===== src/rtl/bus_debug_pkg.sv =====
// -----------------------------------------------------------------------------
// bus_debug_pkg
// Shared definitions for the board-side bus debug block:
//   - dbg_state_e : clock FSM state encoding
//   - TICK_CNT_W  : width of the running tick counter
//   - page_w()    : page-select width for a given channel count (minimum 1)
// -----------------------------------------------------------------------------
package bus_debug_pkg;

  typedef enum logic [1:0] {
    ST_RUN       = 2'b00,
    ST_STEP_IDLE = 2'b01,
    ST_STEP_HIGH = 2'b10,
    ST_UNUSED    = 2'b11
  } dbg_state_e;

  localparam int TICK_CNT_W = 16;

  // Two channels per page, so the page index covers num_ch/2 values.
  function automatic int page_w(input int num_ch);
    int pages;
    pages = num_ch / 2;
    if (pages <= 2) return 1;
    return $clog2(pages);
  endfunction

endpackage


===== src/rtl/key_debouncer.sv =====
// -----------------------------------------------------------------------------
// key_debouncer
// Synchronises a raw active-low push button and accepts a new level only after
// DEBOUNCE_CYCLES consecutive synchronised samples that differ from the
// current debounced level. A press is the falling edge of the debounced level.
// Ports:
//   clk     in   board clock
//   reset   in   asynchronous, active-high
//   key_raw in   raw key, active-low, asynchronous to clk
//   key_db  out  debounced level (1 = released)
//   press   out  one-cycle pulse on each debounced 1->0 transition
// -----------------------------------------------------------------------------
module key_debouncer #(
  parameter int DEBOUNCE_CYCLES = 16
) (
  input  logic clk,
  input  logic reset,
  input  logic key_raw,
  output logic key_db,
  output logic press
);

  localparam int CNT_W = (DEBOUNCE_CYCLES > 1) ? $clog2(DEBOUNCE_CYCLES) : 1;
  localparam logic [CNT_W-1:0] CNT_LAST = CNT_W'(DEBOUNCE_CYCLES - 1);

  logic             sync1_q, sync2_q;
  logic             db_q, db_d;
  logic             db_dly_q;
  logic [CNT_W-1:0] cnt_q, cnt_d;

  // cnt_q holds the number of differing samples already seen; the sample that
  // brings the run to DEBOUNCE_CYCLES is the one that flips the level.
  always_comb begin
    cnt_d = '0;
    db_d  = db_q;
    if (sync2_q != db_q) begin
      if (cnt_q == CNT_LAST) begin
        db_d = sync2_q;
      end else begin
        cnt_d = cnt_q + 1'b1;
      end
    end
  end

  // Synchroniser resets to the released level so reset release is not a press.
  always_ff @(posedge clk or posedge reset) begin
    if (reset) begin
      sync1_q  <= 1'b1;
      sync2_q  <= 1'b1;
      db_q     <= 1'b1;
      db_dly_q <= 1'b1;
      cnt_q    <= '0;
    end else begin
      sync1_q  <= key_raw;
      sync2_q  <= sync1_q;
      db_q     <= db_d;
      db_dly_q <= db_q;
      cnt_q    <= cnt_d;
    end
  end

  assign key_db = db_q;
  assign press  = db_dly_q & ~db_q;

endmodule


===== src/rtl/bus_debug_clock_monitor.sv =====
// -----------------------------------------------------------------------------
// bus_debug_clock_monitor
// Programmable divided bus clock (free-run or debounced single-step) plus a
// paged two-channel probe viewer with optional auto-scroll.
//
//   state        | meaning
//   -------------+-------------------------------------------------------
//   ST_RUN       | free-running divider, clk_out toggles every div_sel+1
//   ST_STEP_IDLE | single-step, clk_out low, waiting for a key press
//   ST_STEP_HIGH | single-step, clk_out high for div_sel+1 enabled cycles
//   ST_UNUSED    | illegal, recovers to ST_RUN
//
// Ports:
//   clk, reset        board clock, async active-high reset
//   ena               clock enable for divider and step presses
//   mode              0 = free-run, 1 = single-step
//   div_sel           half period minus one, in clk cycles
//   step_key          raw active-low step key
//   page_auto         1 = auto-scroll pages every SCROLL_TICKS ticks
//   page_sel          manual page select
//   probe_bus         NUM_CH channels of CH_WIDTH bits, ch0 in the LSBs
//   clk_out, tick     bus clock and its rising-edge pulse
//   tick_count        wrapping tick counter
//   key_db            debounced key level
//   state_out         FSM state
//   page_cur          displayed page, page_valid, disp_data {ch[2p+1],ch[2p]}
// -----------------------------------------------------------------------------
module bus_debug_clock_monitor
  import bus_debug_pkg::*;
#(
  parameter int DIV_WIDTH       = 26,
  parameter int NUM_CH          = 8,
  parameter int CH_WIDTH        = 8,
  parameter int DEBOUNCE_CYCLES = 16,
  parameter int SCROLL_TICKS    = 4
) (
  input  logic                         clk,
  input  logic                         reset,
  input  logic                         ena,
  input  logic                         mode,
  input  logic [DIV_WIDTH-1:0]         div_sel,
  input  logic                         step_key,
  input  logic                         page_auto,
  input  logic [page_w(NUM_CH)-1:0]    page_sel,
  input  logic [NUM_CH*CH_WIDTH-1:0]   probe_bus,
  output logic                         clk_out,
  output logic                         tick,
  output logic [TICK_CNT_W-1:0]        tick_count,
  output logic                         key_db,
  output logic [1:0]                   state_out,
  output logic [page_w(NUM_CH)-1:0]    page_cur,
  output logic                         page_valid,
  output logic [2*CH_WIDTH-1:0]        disp_data
);

  localparam int PAGE_W    = page_w(NUM_CH);
  localparam int NUM_PAGES = NUM_CH / 2;
  localparam int SC_W      = (SCROLL_TICKS > 1) ? $clog2(SCROLL_TICKS) : 1;
  localparam logic [PAGE_W:0]   NUM_PAGES_W = (PAGE_W + 1)'(NUM_PAGES);
  localparam logic [PAGE_W-1:0] PAGE_LAST   = PAGE_W'(NUM_PAGES - 1);
  localparam logic [SC_W-1:0]   SCROLL_LAST = SC_W'(SCROLL_TICKS - 1);

  logic press;

  key_debouncer #(
    .DEBOUNCE_CYCLES(DEBOUNCE_CYCLES)
  ) u_key_debouncer (
    .clk    (clk),
    .reset  (reset),
    .key_raw(step_key),
    .key_db (key_db),
    .press  (press)
  );

  // ---------------------------------------------------------------------------
  // Divider / clock FSM
  // ---------------------------------------------------------------------------
  dbg_state_e            state_q, state_d;
  logic [DIV_WIDTH-1:0]  cnt_q, cnt_d;
  logic                  clk_out_q, clk_out_d;
  logic                  tick_q, tick_d;
  logic [TICK_CNT_W-1:0] tick_count_q, tick_count_d;

  always_comb begin
    state_d   = state_q;
    cnt_d     = cnt_q;
    clk_out_d = clk_out_q;
    tick_d    = 1'b0;
    case (state_q)
      ST_RUN: begin
        if (mode && !clk_out_q) begin
          state_d = ST_STEP_IDLE;
          cnt_d   = '0;
        end else if (ena) begin
          if (cnt_q == div_sel) begin
            cnt_d     = '0;
            clk_out_d = ~clk_out_q;
            tick_d    = ~clk_out_q;
            // A pending step request lets the high phase finish first.
            if (mode) state_d = ST_STEP_IDLE;
          end else begin
            cnt_d = cnt_q + 1'b1;
          end
        end
      end
      ST_STEP_IDLE: begin
        clk_out_d = 1'b0;
        if (!mode) begin
          state_d = ST_RUN;
          cnt_d   = '0;
        end else if (press && ena) begin
          state_d   = ST_STEP_HIGH;
          clk_out_d = 1'b1;
          tick_d    = 1'b1;
          cnt_d     = '0;
        end
      end
      ST_STEP_HIGH: begin
        clk_out_d = 1'b1;
        if (ena) begin
          if (cnt_q == div_sel) begin
            state_d   = ST_STEP_IDLE;
            clk_out_d = 1'b0;
            cnt_d     = '0;
          end else begin
            cnt_d = cnt_q + 1'b1;
          end
        end
      end
      default: begin
        state_d   = ST_RUN;
        cnt_d     = '0;
        clk_out_d = 1'b0;
      end
    endcase
    // Counted off the registered pulse, so the count lags tick by one cycle.
    tick_count_d = tick_q ? tick_count_q + 1'b1 : tick_count_q;
  end

  always_ff @(posedge clk or posedge reset) begin
    if (reset) begin
      state_q      <= ST_RUN;
      cnt_q        <= '0;
      clk_out_q    <= 1'b0;
      tick_q       <= 1'b0;
      tick_count_q <= '0;
    end else begin
      state_q      <= state_d;
      cnt_q        <= cnt_d;
      clk_out_q    <= clk_out_d;
      tick_q       <= tick_d;
      tick_count_q <= tick_count_d;
    end
  end

  // ---------------------------------------------------------------------------
  // Pager
  // ---------------------------------------------------------------------------
  logic [PAGE_W-1:0]     page_cur_q, page_cur_d;
  logic                  page_valid_q, page_valid_d;
  logic [SC_W-1:0]       scroll_q, scroll_d;
  logic [2*CH_WIDTH-1:0] disp_data_q, disp_data_d;
  logic [2*CH_WIDTH-1:0] page_data;

  always_comb begin
    page_cur_d   = page_cur_q;
    page_valid_d = page_valid_q;
    scroll_d     = scroll_q;
    if (page_auto) begin
      page_valid_d = 1'b1;
      if (tick_q) begin
        if (scroll_q == SCROLL_LAST) begin
          scroll_d   = '0;
          page_cur_d = (page_cur_q == PAGE_LAST) ? '0 : page_cur_q + 1'b1;
        end else begin
          scroll_d = scroll_q + 1'b1;
        end
      end
    end else begin
      scroll_d = '0;
      if ({1'b0, page_sel} < NUM_PAGES_W) begin
        page_cur_d   = page_sel;
        page_valid_d = 1'b1;
      end else begin
        page_valid_d = 1'b0;
      end
    end

    // Select from the next page so disp_data and page_cur update together.
    page_data = '0;
    for (int p = 0; p < NUM_PAGES; p++) begin
      if (page_cur_d == PAGE_W'(p)) page_data = probe_bus[p*2*CH_WIDTH +: 2*CH_WIDTH];
    end
    disp_data_d = page_valid_d ? page_data : '0;
  end

  always_ff @(posedge clk or posedge reset) begin
    if (reset) begin
      page_cur_q   <= '0;
      page_valid_q <= 1'b1;
      scroll_q     <= '0;
      disp_data_q  <= '0;
    end else begin
      page_cur_q   <= page_cur_d;
      page_valid_q <= page_valid_d;
      scroll_q     <= scroll_d;
      disp_data_q  <= disp_data_d;
    end
  end

  assign clk_out    = clk_out_q;
  assign tick       = tick_q;
  assign tick_count = tick_count_q;
  assign state_out  = state_q;
  assign page_cur   = page_cur_q;
  assign page_valid = page_valid_q;
  assign disp_data  = disp_data_q;

endmodule

===== config.mk =====
export PLATFORM = sky130hd
export DESIGN_NAME = bus_debug_clock_monitor
export DESIGN_NICKNAME = d
export VERILOG_FILES = /design/src/rtl/bus_debug_pkg.sv /design/src/rtl/key_debouncer.sv /design/src/rtl/bus_debug_clock_monitor.sv
export SDC_FILE = /design/constraint.sdc
export NUM_CORES = 1
export LEC_CHECK = 0
export ABC_AREA = 1
export BUFFER_PORTS_ARGS = -buffer_cell sky130_fd_sc_hd__buf_2
export CAP_MARGIN = 40
export CORE_MARGIN = 4
export CORE_UTILIZATION = 47
export CTS_CLUSTER_DIAMETER = 60
export DETAILED_ROUTE_END_ITERATION = 8
export PLACE_DENSITY = 0.77
export SYNTH_ARGS = -nofsm -noshare
export SYNTH_HDL_FRONTEND = slang
export SYNTH_SLANG_ARGS = --single-unit

===== constraint.sdc =====
create_clock -name clk -period 2.2 [get_ports clk]
set_clock_uncertainty 0.05 [all_clocks]
set_input_delay 0.22 -clock clk [delete_from_list [all_inputs] [get_ports clk]]
set_output_delay 0.22 -clock clk [all_outputs]
set_load 0.01 [all_outputs]

==> out/qor.yml <==
rrSetupSlack_ps: 250
regArea_um2: 1857
wl_per_cell_um: 12.91
period_share: 0.8875
p_leak_uw: 0.002955
nFillCells: 855
synth_seq_cells: 74
startpoint_type: "register"
worstPathRequired_ps: 2390
grt-ovfl-total: 0
clock_path_buffers: 2
multi_input_area_um2: 2208
synthToLayoutAreaGrowth_pct: 24.10
endpoint_kind: "register"
hold_buffers: 2
yosys.area.top_type_share: 0.3914
drc: 0
drt_iter0_drc: 192
r2r_start: "cnt_q[0]$_DFFE_PP0N_"
routed_wirelength_um: 11780
hp-start: "probe_bus[59]"
cp.depth: 10
ys_seq_area_frac: 0.4149
powerDensity_nw_per_um2: 631.1
switchingPower_uw: 1096
grt_max_degree: 35
coreArea_um2: 9240
initial_core_util: 0.4844
final_util: 0.6011
cts_setup_buffers: 0
clkPwrFrac: 0.346
final.min_clock_period_ps: 1953
synth.avg_cell_area_um2: 7.070
cts_resized: 0
pin_count: 138
switching_share: 0.3128
vias: 4415
p_seq_frac: 0.431
netlist_area_um2: 4476
r2r_cells: 10
die-area_um2: 11150
clock_sinks: 74
cts_tree: "done"
path_cells: "ha_1, nand3_1, nor2_1, nand2_1, nor2_1, nand4_1, inv_1, nand2_1, nor2_1, nor2_1"
slew_viol_final: 0
status: "completed"
die_y_um: 105.6
cts_buffers: 9
crit_top_cell: "nor2_1"
hp-class: "in2reg"
synth-edff-count: 0
hold_path_depth: 3
antenna_found_initial: 1
synthCells: 633
dpl.hpwl_um: 9438
synth_ff_type: "dfrtp_1"
synth_area_leaders: "dfrtp_1 (39%), nand2_1 (18%), inv_1 (7.6%)"
critical_path_arrival_ps: 2140
dr.pass1.iters: 5
critPathTopFamily: "simple AND/OR/NAND/NOR gates"
whs_endpoint: "disp_data[11]$_DFF_PP0_"
report.final.hold_viol_count: 0
crit_path_max_fanout: 6
setup_tns_ps: 0
io_buffers: 136
grt_pass1_wl_um: 19610
placementRows: 35
die_w_um: 105.6
via_per_inst: 4.841
grt_use_total: 0.2168
rsz0062_at_grt: "false"
insertion_delay_ps: 350
layout_commonest_cell: "nand2_1"
drive_gt1_frac: 0.2312
reg2reg_to: "cnt_q[20]$_DFFE_PP0N_"
cts_max_level: 3
critical_path_buf_inv_count: 1
layout.nets: 881
ys_warn_count: 0
diodes: 0
yosysUniqueCellTypes: 37
cap_violations: 0
crit_type: "reg2reg"
pwr-share-comb: 0.223
path_clk_slew_ps: 80
slowest_delay_ps: 450
peakVddDrop_v: 0.0003312
slowest_stage: "dfrtp_1"
gp_congestion: 0.9488
clockRootBuffer: "clkbuf_8"
setup-violations-final: 0
power.internal_uw: 2409
ys_async_sr_fraction: 1.000
fmax_mhz: 512.1
ant_nets: 0
grt_pass1_vias: 4418
synth.net_count: 736
yosys.area.top_type: "dfrtp_1"
layout_common_cells: "nand2_1 (219), buf_2 (136), inv_1 (90)"
placed_cell_area_um2: 5308
fin_area_um2: 5554
[sequential cells by signal, indices dropped and copies added, names as in the netlist, 2 cells and up]
register,flops
state_out,2
tick_count,16
disp_data,16
u_key_debouncer.cnt_q,4
scroll_q,2
page_cur,2
cnt_q,26
[tightest hold or removal path, delay by kind of cell]
family                 cells  cell delay [ps]
AND/OR/NAND/NOR            2               90
buffers and inverters      1               80
[power groups by stage]
stage | clock [µW] | sequential (µW) | combinational [µW]
2_1_floorplan | 0 | 1570 | 439
3_3_place_gp | 0 | 1530 | 768
3_5_place_dp | 0 | 1540 | 788
4_1_cts | 1240 | 1510 | 793
5_1_grt | 1300 | 1530 | 883
6_report | 1210 | 1510 | 781
[Yosys cell counts (3+ instances only)]
master     n
o21ai_0   18
nand2_2    5
inv_1     91
nor3_1    13
nor2_4     4
xnor2_1   19
nor2_1    86
a21oi_1    3
buf_4      4
xor2_1    21
dfstp_2    4
dfrtp_1   70
nand3_1   22
nand2_1  219
nand4_1   24
ha_1       5
[stage by stage]
stage	instances	hold WS, ps	power, µW	setup slack, ps
CTS	912	24.54	3552	246.5
global route	912	15.51	3713	19.73
finish	912	33.35	3505	247.4
floorplan	633	174.5	2006	55.00
global placement	894	218.8	2301	338.3
detailed placement	894	221.3	2328	261.1
[worst max-delay path by stage]
stage | from | endpoint
global route | cnt_q[0]$_DFFE_PP0N_ | cnt_q[20]$_DFFE_PP0N_
CTS | scroll_q[0]$_DFFE_PP0P_ | disp_data[10]$_DFF_PP0_
global placement | cnt_q[0]$_DFFE_PP0N_ | cnt_q[24]$_DFFE_PP0N_
floorplan | reset | clk_out$_DFFE_PP0P_
detailed placement | scroll_q[0]$_DFFE_PP0P_ | disp_data[10]$_DFF_PP0_
finish | cnt_q[0]$_DFFE_PP0N_ | cnt_q[20]$_DFFE_PP0N_
[layer usage]
metal  up-vias  GRT usage  wire, µm
met2       185     0.3811      5708
li1       2230          -         -
met3        24    0.05879      1023
met1      1974     0.2545      4776
met4         2    0.07493       255
met5         -          0        13
[final cells by class]
cell class / count / area share
Clock buffer: 10 / 0.02478
Multi-Input combinational cell: 457 / 0.3976
Tap cell: 129 / 0.02906
Inverter: 93 / 0.06308
Clock inverter: 6 / 0.01599
Sequential cell: 74 / 0.3343
Timing Repair Buffer: 143 / 0.1352
[cell families after synthesis]
kind of cell	count (synthesis)	synth area share
adders and majority gates	5	0.01398
AOI/OAI and AO/OA	29	0.03830
xor gates and xnor gates	40	0.07828
and+or+nand+nor	382	0.3620
buffers and inverters	102	0.09169
DFF	74	0.4149
other	1	0.0008379
Note: power is estimated with default switching activity, not from simulation.
